<file path="src/rtl/io_debounce.sv">
// io_debounce -- pad input conditioner in front of the binary counter core.
//
// Each of NCH raw pad levels is synchronised to wb_clk_i with two flops. It is
// then sampled once per prescaled tick. A new level is accepted only after
// STABLE consecutive tick samples disagree with the current level. The
// accepted level is registered, and a one-cycle rise/fall pulse is raised on
// the cycle the new level first appears.
//
// Optional feature (macro IO_DEBOUNCE_GLITCH_CNT_EN): adds a saturating 8-bit
// glitch counter per channel. A glitch is an aborted count. The counters are
// cleared by glitch_clr_i or by reset.
//
// Ports:
//   wb_clk_i      in   1        single clock
//   wb_rst_i      in   1        synchronous, active-high reset
//   en_i          in   1        debounce enable; 0 freezes sampling
//   pad_i         in   NCH      raw asynchronous pad levels
//   glitch_clr_i  in   1        (macro only) clear all glitch counters
//   glitch_cnt_o  out  NCH*8    (macro only) channel i in [8i+7:8i]
//   level_o       out  NCH      debounced level
//   rise_o        out  NCH      one-cycle pulse on level_o 0->1
//   fall_o        out  NCH      one-cycle pulse on level_o 1->0
//   tick_o        out  1        sample tick (debug/test)

module io_debounce #(
  parameter int NCH       = 4,
  parameter int PRESCALE  = 256,
  parameter int STABLE    = 4,
  parameter int RST_LEVEL = 0
) (
  input  logic             wb_clk_i,
  input  logic             wb_rst_i,
  input  logic             en_i,
  input  logic [NCH-1:0]   pad_i,
`ifdef IO_DEBOUNCE_GLITCH_CNT_EN
  input  logic             glitch_clr_i,
  output logic [NCH*8-1:0] glitch_cnt_o,
`endif
  output logic [NCH-1:0]   level_o,
  output logic [NCH-1:0]   rise_o,
  output logic [NCH-1:0]   fall_o,
  output logic             tick_o
);

  // PRESCALE=1 still needs a 1-bit counter that simply stays at 0.
  localparam int PW = (PRESCALE > 1) ? $clog2(PRESCALE) : 1;
  localparam int CW = $clog2(STABLE);

  localparam logic [PW-1:0]  PS_LAST = PW'(PRESCALE - 1);
  localparam logic [CW-1:0]  C_LAST  = CW'(STABLE - 1);
  localparam logic [NCH-1:0] RST_VEC = {NCH{RST_LEVEL != 0}};

  logic [NCH-1:0] sync1;
  logic [NCH-1:0] sync2;
  logic [PW-1:0]  ps_cnt;
  logic           tick;
  logic [CW-1:0]  stab_cnt [NCH];

  // Synchroniser runs regardless of en_i.
  always_ff @(posedge wb_clk_i) begin
    if (wb_rst_i) begin
      sync1 <= RST_VEC;
      sync2 <= RST_VEC;
    end else begin
      sync1 <= pad_i;
      sync2 <= sync1;
    end
  end

  // Prescaler. Holding it at 0 while disabled makes the first tick after
  // re-enable land a full prescale period later.
  always_ff @(posedge wb_clk_i) begin
    if (wb_rst_i || !en_i) begin
      ps_cnt <= '0;
    end else if (ps_cnt == PS_LAST) begin
      ps_cnt <= '0;
    end else begin
      ps_cnt <= ps_cnt + PW'(1);
    end
  end

  assign tick   = en_i && !wb_rst_i && (ps_cnt == PS_LAST);
  assign tick_o = tick;

  // Per-channel stability counters and the debounced level. A tick sample
  // that agrees with level_o discards any partial count.
  always_ff @(posedge wb_clk_i) begin
    if (wb_rst_i) begin
      level_o <= RST_VEC;
      rise_o  <= '0;
      fall_o  <= '0;
      for (int i = 0; i < NCH; i++) begin
        stab_cnt[i] <= '0;
      end
    end else begin
      rise_o <= '0;
      fall_o <= '0;
      if (tick) begin
        for (int i = 0; i < NCH; i++) begin
          if (sync2[i] == level_o[i]) begin
            stab_cnt[i] <= '0;
          end else if (stab_cnt[i] == C_LAST) begin
            level_o[i]  <= sync2[i];
            stab_cnt[i] <= '0;
            rise_o[i]   <= sync2[i];
            fall_o[i]   <= ~sync2[i];
          end else begin
            stab_cnt[i] <= stab_cnt[i] + CW'(1);
          end
        end
      end
    end
  end

`ifdef IO_DEBOUNCE_GLITCH_CNT_EN
  logic [7:0] glitch_cnt [NCH];

  // A glitch is a tick that resets a non-zero stability count.
  // The clear input takes priority over an increment in the same cycle.
  always_ff @(posedge wb_clk_i) begin
    if (wb_rst_i || glitch_clr_i) begin
      for (int i = 0; i < NCH; i++) begin
        glitch_cnt[i] <= '0;
      end
    end else if (tick) begin
      for (int i = 0; i < NCH; i++) begin
        if ((sync2[i] == level_o[i]) && (stab_cnt[i] != '0) &&
            (glitch_cnt[i] != 8'hFF)) begin
          glitch_cnt[i] <= glitch_cnt[i] + 8'd1;
        end
      end
    end
  end

  always_comb begin
    glitch_cnt_o = '0;
    for (int i = 0; i < NCH; i++) begin
      glitch_cnt_o[8*i +: 8] = glitch_cnt[i];
    end
  end
`endif

endmodule

</file>
<file path="config.mk">
export PLATFORM = sky130hd
export DESIGN_NAME = io_debounce
export DESIGN_NICKNAME = d
export VERILOG_FILES = /design/src/rtl/io_debounce.sv
export SDC_FILE = /design/constraint.sdc
export NUM_CORES = 1
export LEC_CHECK = 0
export ABC_AREA = 0
export BUFFER_PORTS_ARGS = -buffer_cell sky130_fd_sc_hd__buf_2
export CAP_MARGIN = 10
export CORE_MARGIN = 5
export CORE_UTILIZATION = 35
export DETAILED_ROUTE_END_ITERATION = 10
export GPL_ROUTABILITY_DRIVEN = 0
export GPL_TIMING_DRIVEN = 0
export SETUP_SLACK_MARGIN = 0.02
export SKIP_LAST_GASP = 1
export SYNTH_ARGS = -nofsm -noshare
export SYNTH_HDL_FRONTEND = slang
export SYNTH_SLANG_ARGS = --single-unit
</file>
<file path="constraint.sdc">
create_clock -name wb_clk_i -period 1.6 [get_ports wb_clk_i]
set_input_delay 0.08 -clock wb_clk_i [delete_from_list [all_inputs] [get_ports wb_clk_i]]
set_output_delay 0.08 -clock wb_clk_i [all_outputs]
set_load 0.1 [all_outputs]
</file>
---- Yosys cells after proc, flatten, opt, wreduce, memory -nomap -nowiden ----
Memories as Yosys holds them, arrays and structs flattened.
Index checks and enable logic that the tools add are counted.
operators by class
  bitwise logic cells ..................... 25
  reduce and logical (&&, ||, !) cells .... 14
  add/sub/neg operators ................... 5
  muxes and demuxes ....................... 70
  eq/ne operators ......................... 9
operators with widths
  kind                   number
  $mux W1                58
  $mux W2                12
  $reduce_or A4 Y1       4
  $not A1 Y1             13
  $or A1 B1 Y1           12
  $reduce_and A3 Y1      4
  $add A2 B1 Y2 const B  4
  $add A8 B1 Y8 const B  1
  $eq A2 B2 Y1 const B   4
  $eq A8 B8 Y1 const B   1
  $eq A1 B1 Y1           4
  $logic_and A1 B1 Y1    2
  $logic_not A1 Y1       2
  $reduce_or A2 Y1       1
  $logic_or A1 B1 Y1     1
word-level totals
  memories kept ........................... 1
  logic and storage cells ................. 139
  register bits after elaboration ......... 28
  RAM bits ................................ 8
  output and inout bits ................... 13
  input bits .............................. 7
memory list
  name      depth  width  read ports  clocked after memory_dff  write ports  RTL line  source
  stab_cnt  4      2      4           0                         4            57        logic [CW-1:0] stab_cnt [NCH];

---- Longest topological paths before layout ----
  depth after elaboration ................. 9
  depth in mapped cells ................... 5
  depth with buffers taken out ............ 4

---- Worst setup path before layout ----
Ideal clock, no wire load.
  kind .................................... reg2reg
  start point ............................. reg level_o[0]
  end point ............................... mem stab_cnt[0][1] in the netlist's numbering, data pin
  arrival time ............................ 1.434 ns
  library setup time ...................... 0.182 ns
  required time ........................... 1.418 ns
  path slack .............................. -0.016 ns
  clock period less this slack ............ 1.616 ns
  buffers on the path ..................... 0
  stages on the path, launching flop included .. 3
  cells stage by stage .................... dfxtp_1 -> xnor2_1 -> nor4b_1
RTL lines
  item                             RTL line  source
  start, declared                  39        output logic [NCH-1:0] level_o,
  start signal, assigned by index  103       level_o[i] <= sync2[i];
  end, declared                    57

---- Worst setup path after layout ----
  start point ............................. reg ps_cnt[0]
  end point ............................... out tick_o
between the ends
  word-level cells in the longest chain between the ends .. 2
RTL lines
  item                    RTL line  source
  start, declared         55        logic [PW-1:0] ps_cnt;
  start signal, assigned  78        ps_cnt <= ps_cnt + PW'(1);
  $eq A8 B8 Y1            82        assign tick = en_i && !wb_rst_i && (ps_cnt == PS_LAST);
  $logic_and A1 B1 Y1     82
  end, declared           42        output logic tick_o
No other way between the ends.

==> metrics <==
post-synth net total=about 130; final WL=between 2 and 3 mm; Final Setup Violations=0; worst skew pair latency=approximately 0.28 ns; Reg clk slew, reported paths=approximately 0.060 ns; CTS tree=yes; Syn Area/Cell=about 12 µm²; Relative slew margins=between 60% and 70%; Main synth FF type=dfxtp_1; row count=23; DRT iter0 DRCs=80; non-filler instance count after layout=slightly below 200; final period utilization=96.1%; Hold WS=around 0.026 ns; Power Density=947 mW/mm²; Critical Path AT=approximately 1.5 ns; reg-to-reg startpoint=ps_cnt[0]; Max IR drop VDD=around 490 µV; number of global-route vias before repair=about 1,000; status=completed; fmax=around 650 MHz; crit path from=ps_cnt[0]; All-Layer GR Usage=between 10% and 20%; HP Start=pad_i[1]; Sinks on Clock Net=36; Critical R2R Capture=stab_cnt[0][0]; Cells after DPL=~190; Slowest-stage cell, CP=dfxtp_4; CP max FO=8; Async SR Flop Fraction=0%; #FFs+latches synth=36; total number of vias=between 900 and 1,000; port bufs=19; Hold Crit Class=primary input to flip-flop; # DRC=0; Initial DRT Pass Iterations=4; crit path kind=flip-flop to primary output; EDFF count, synth=8; unrepaired setup endpoints after global routing=true; measured slew at the worst slew-check pin=approximately 0.5 ns; register area share after synthesis=56.6%; count of cell types in the netlist=32; share of layout cells above drive strength 1=around 34%; Avg WL per Cell=13.0 µm; initial antenna violation count=0; Final ANT Viol Nets=0; worst setup margin=~0.063 ns; CP Launch Type=flip-flop; Final Power=0.00166 W; final slew viol count=0; htree depth=2; ANT cells=0; placed wire-length estimate=between 1.5 and 2 mm; Clock Skews=0.00649 ns; chip width=approximately 74 µm; Die Area=between 0.005 and 0.006 mm²; Area growth syn-to-layout=23.9%; crit-path max cell delay=between 0.3 and 0.4 ns; crit path to=tick_o; Die Height=around 74 µm; yosys warns=0; initial core utilization=around 36%; final core utilization=around 44%; Worst EP required=1.52 ns; clk buf depth=2; Reg2Reg Depth=4; final hold vios=0; first-pass GRT wire length=between 4 and 5 mm; leak pwr=0.713 nW; crit path capture type=primary output; synthesized area=0.00142 mm²; Overflow after GRT=0; Tmin final=1.54 ns; reg-to-reg slack, setup=0.09 ns; Vias/cell=4.97; pre-CTS setup slack=-0.0577 ns; # nets final=159; largest net degree at the start of global routing=12; Synth Instances=approximately 120; CP Cell Sequence=ha_4 > and2_1 > and4_1 > buf_6 > buf_12; CTS root buffer=clkbuf_8; CTS Buf Count=5; MaxCap Viol Count=0; core area=0.00397 mm²; I/O pin cnt=20; FILL cells=370
report_power, final:
part,leakage [nW],switching [W],total (W),internal (W)
logic,0.347,0.0000294,0.0000578,0.0000284
registers,0.315,0.0000117,0.000957,0.000945
clock network,0.0510,0.000303,0.000646,0.000343
cells by family after synthesis:
family / Yosys count / synth area share (%)
AOI/OAI and AO/OA: 8 / 3.80
buffers and inverters: 5 / 2.21
DFF: 36 / 56.6
adders and majority gates: 5 / 4.42
and+or+nand+nor: 52 / 25.5
xor gates and xnor gates: 7 / 4.33
muxes: 4 / 3.18
cell usage after synthesis (2+ instances only):
cell / count / area, µm²
dfxtp_1: 28 / 561
nor2b_1: 12 / 75.1
and4b_1: 8 / 80.1
edfxtp_1: 8 / 240
ha_1: 5 / 62.6
nor2_1: 5 / 18.8
xnor2_1: 5 / 43.8
mux2_2: 4 / 45.0
nand4_1: 4 / 25.0
nor4_1: 4 / 25.0
nor4b_1: 4 / 35.0
nand2_1: 3 / 11.3
nand3_1: 3 / 15.0
a21oi_1: 2 / 10.0
and4_1: 2 / 17.5
o21ai_0: 2 / 10.0
or3_1: 2 / 12.5
xor2_1: 2 / 17.5
metrics by stage:
| step | instance area, µm² | TNS (ns) |
|---|---|---|
| 2_1_floorplan | 1420 | 0 |
| 5_1_grt | 1750 | 0 |
| 6_report | 1750 | 0 |
| 3_5_place_dp | 1580 | -0.599 |
| 3_3_place_gp | 1580 | -0.301 |
| 4_1_cts | 1740 | 0 |
layout by cell type, fill, tap and decap left out, drive strengths merged, types with 3 or more instances in the layout:
master   n
and4b    8
buf     24
clkbuf   7
dfxtp   28
edfxtp   8
ha       5
mux2     4
nand2    3
nand3    4
nand4    4
nor2     5
nor2b   12
nor4     4
nor4b    4
xnor2    5
critical path: cells and delay by family, from the launching register on:
| family | cells | cell delay, ns |
|---|---|---|
| fa+ha+maj | 1 | 0.18 |
| buf+inv | 2 | 0.29 |
| flops | 1 | 0.36 |
| simple gates | 2 | 0.35 |
sequential cells by signal, indices dropped and copies added, names as in the netlist:
| signal | flops |
|---|---|
| stab_cnt | 8 |
| sync1 | 4 |
| ps_cnt | 8 |
| rise_o | 4 |
| level_o | 4 |
| fall_o | 4 |
| sync2 | 4 |
what timing repair did:
| item | in CTS | in global routing |
|---|---|---|
| hold endpoints to repair | 2 | 0 |
| endpoints found under the setup margin | 16 | 10 |
| resized for setup | 12 | 3 |
| buffers inserted | 1 | 1 |
| hold buffers | 2 | 0 |
worst min path at each step:
| stage | slack [ns] | endpoint | cells past startpoint |
|---|---|---|---|
| 2_1_floorplan | 0.21 | sync1[0] | 1 |
| 3_5_place_dp | 0.29 | sync1[2] | 2 |
| 4_1_cts | 0.02 | sync1[1] | 2 |
| 6_report | 0.03 | sync1[1] | 2 |
| 5_1_grt | 0.03 | sync1[1] | 2 |
| 3_3_place_gp | 0.29 | sync1[0] | 2 |
layout make-up:
type                       count  area (µm²)  share of cell area (%)
clock buffer                   6        82.6                    4.71
timing repair buffer          23         145                    8.28
multi-input combinational     76         602                    34.3
inverter                       1        3.75                   0.214
tap                           50        62.6                    3.57
sequential                    36         816                    46.5
buffer                         4        31.3                    1.78
clock inverter                 2        10.0                   0.571
layer usage:
metal | wire length [µm] | GRT usage [%] | vias up
met5 | 0 | 0 | -
met2 | 1210 | 16.7 | 26
met4 | 72 | 7.65 | 0
met1 | 1140 | 12.4 | 455
li1 | - | - | 496
met3 | 147 | 3.97 | 8
(Power assumes the default switching activity.)
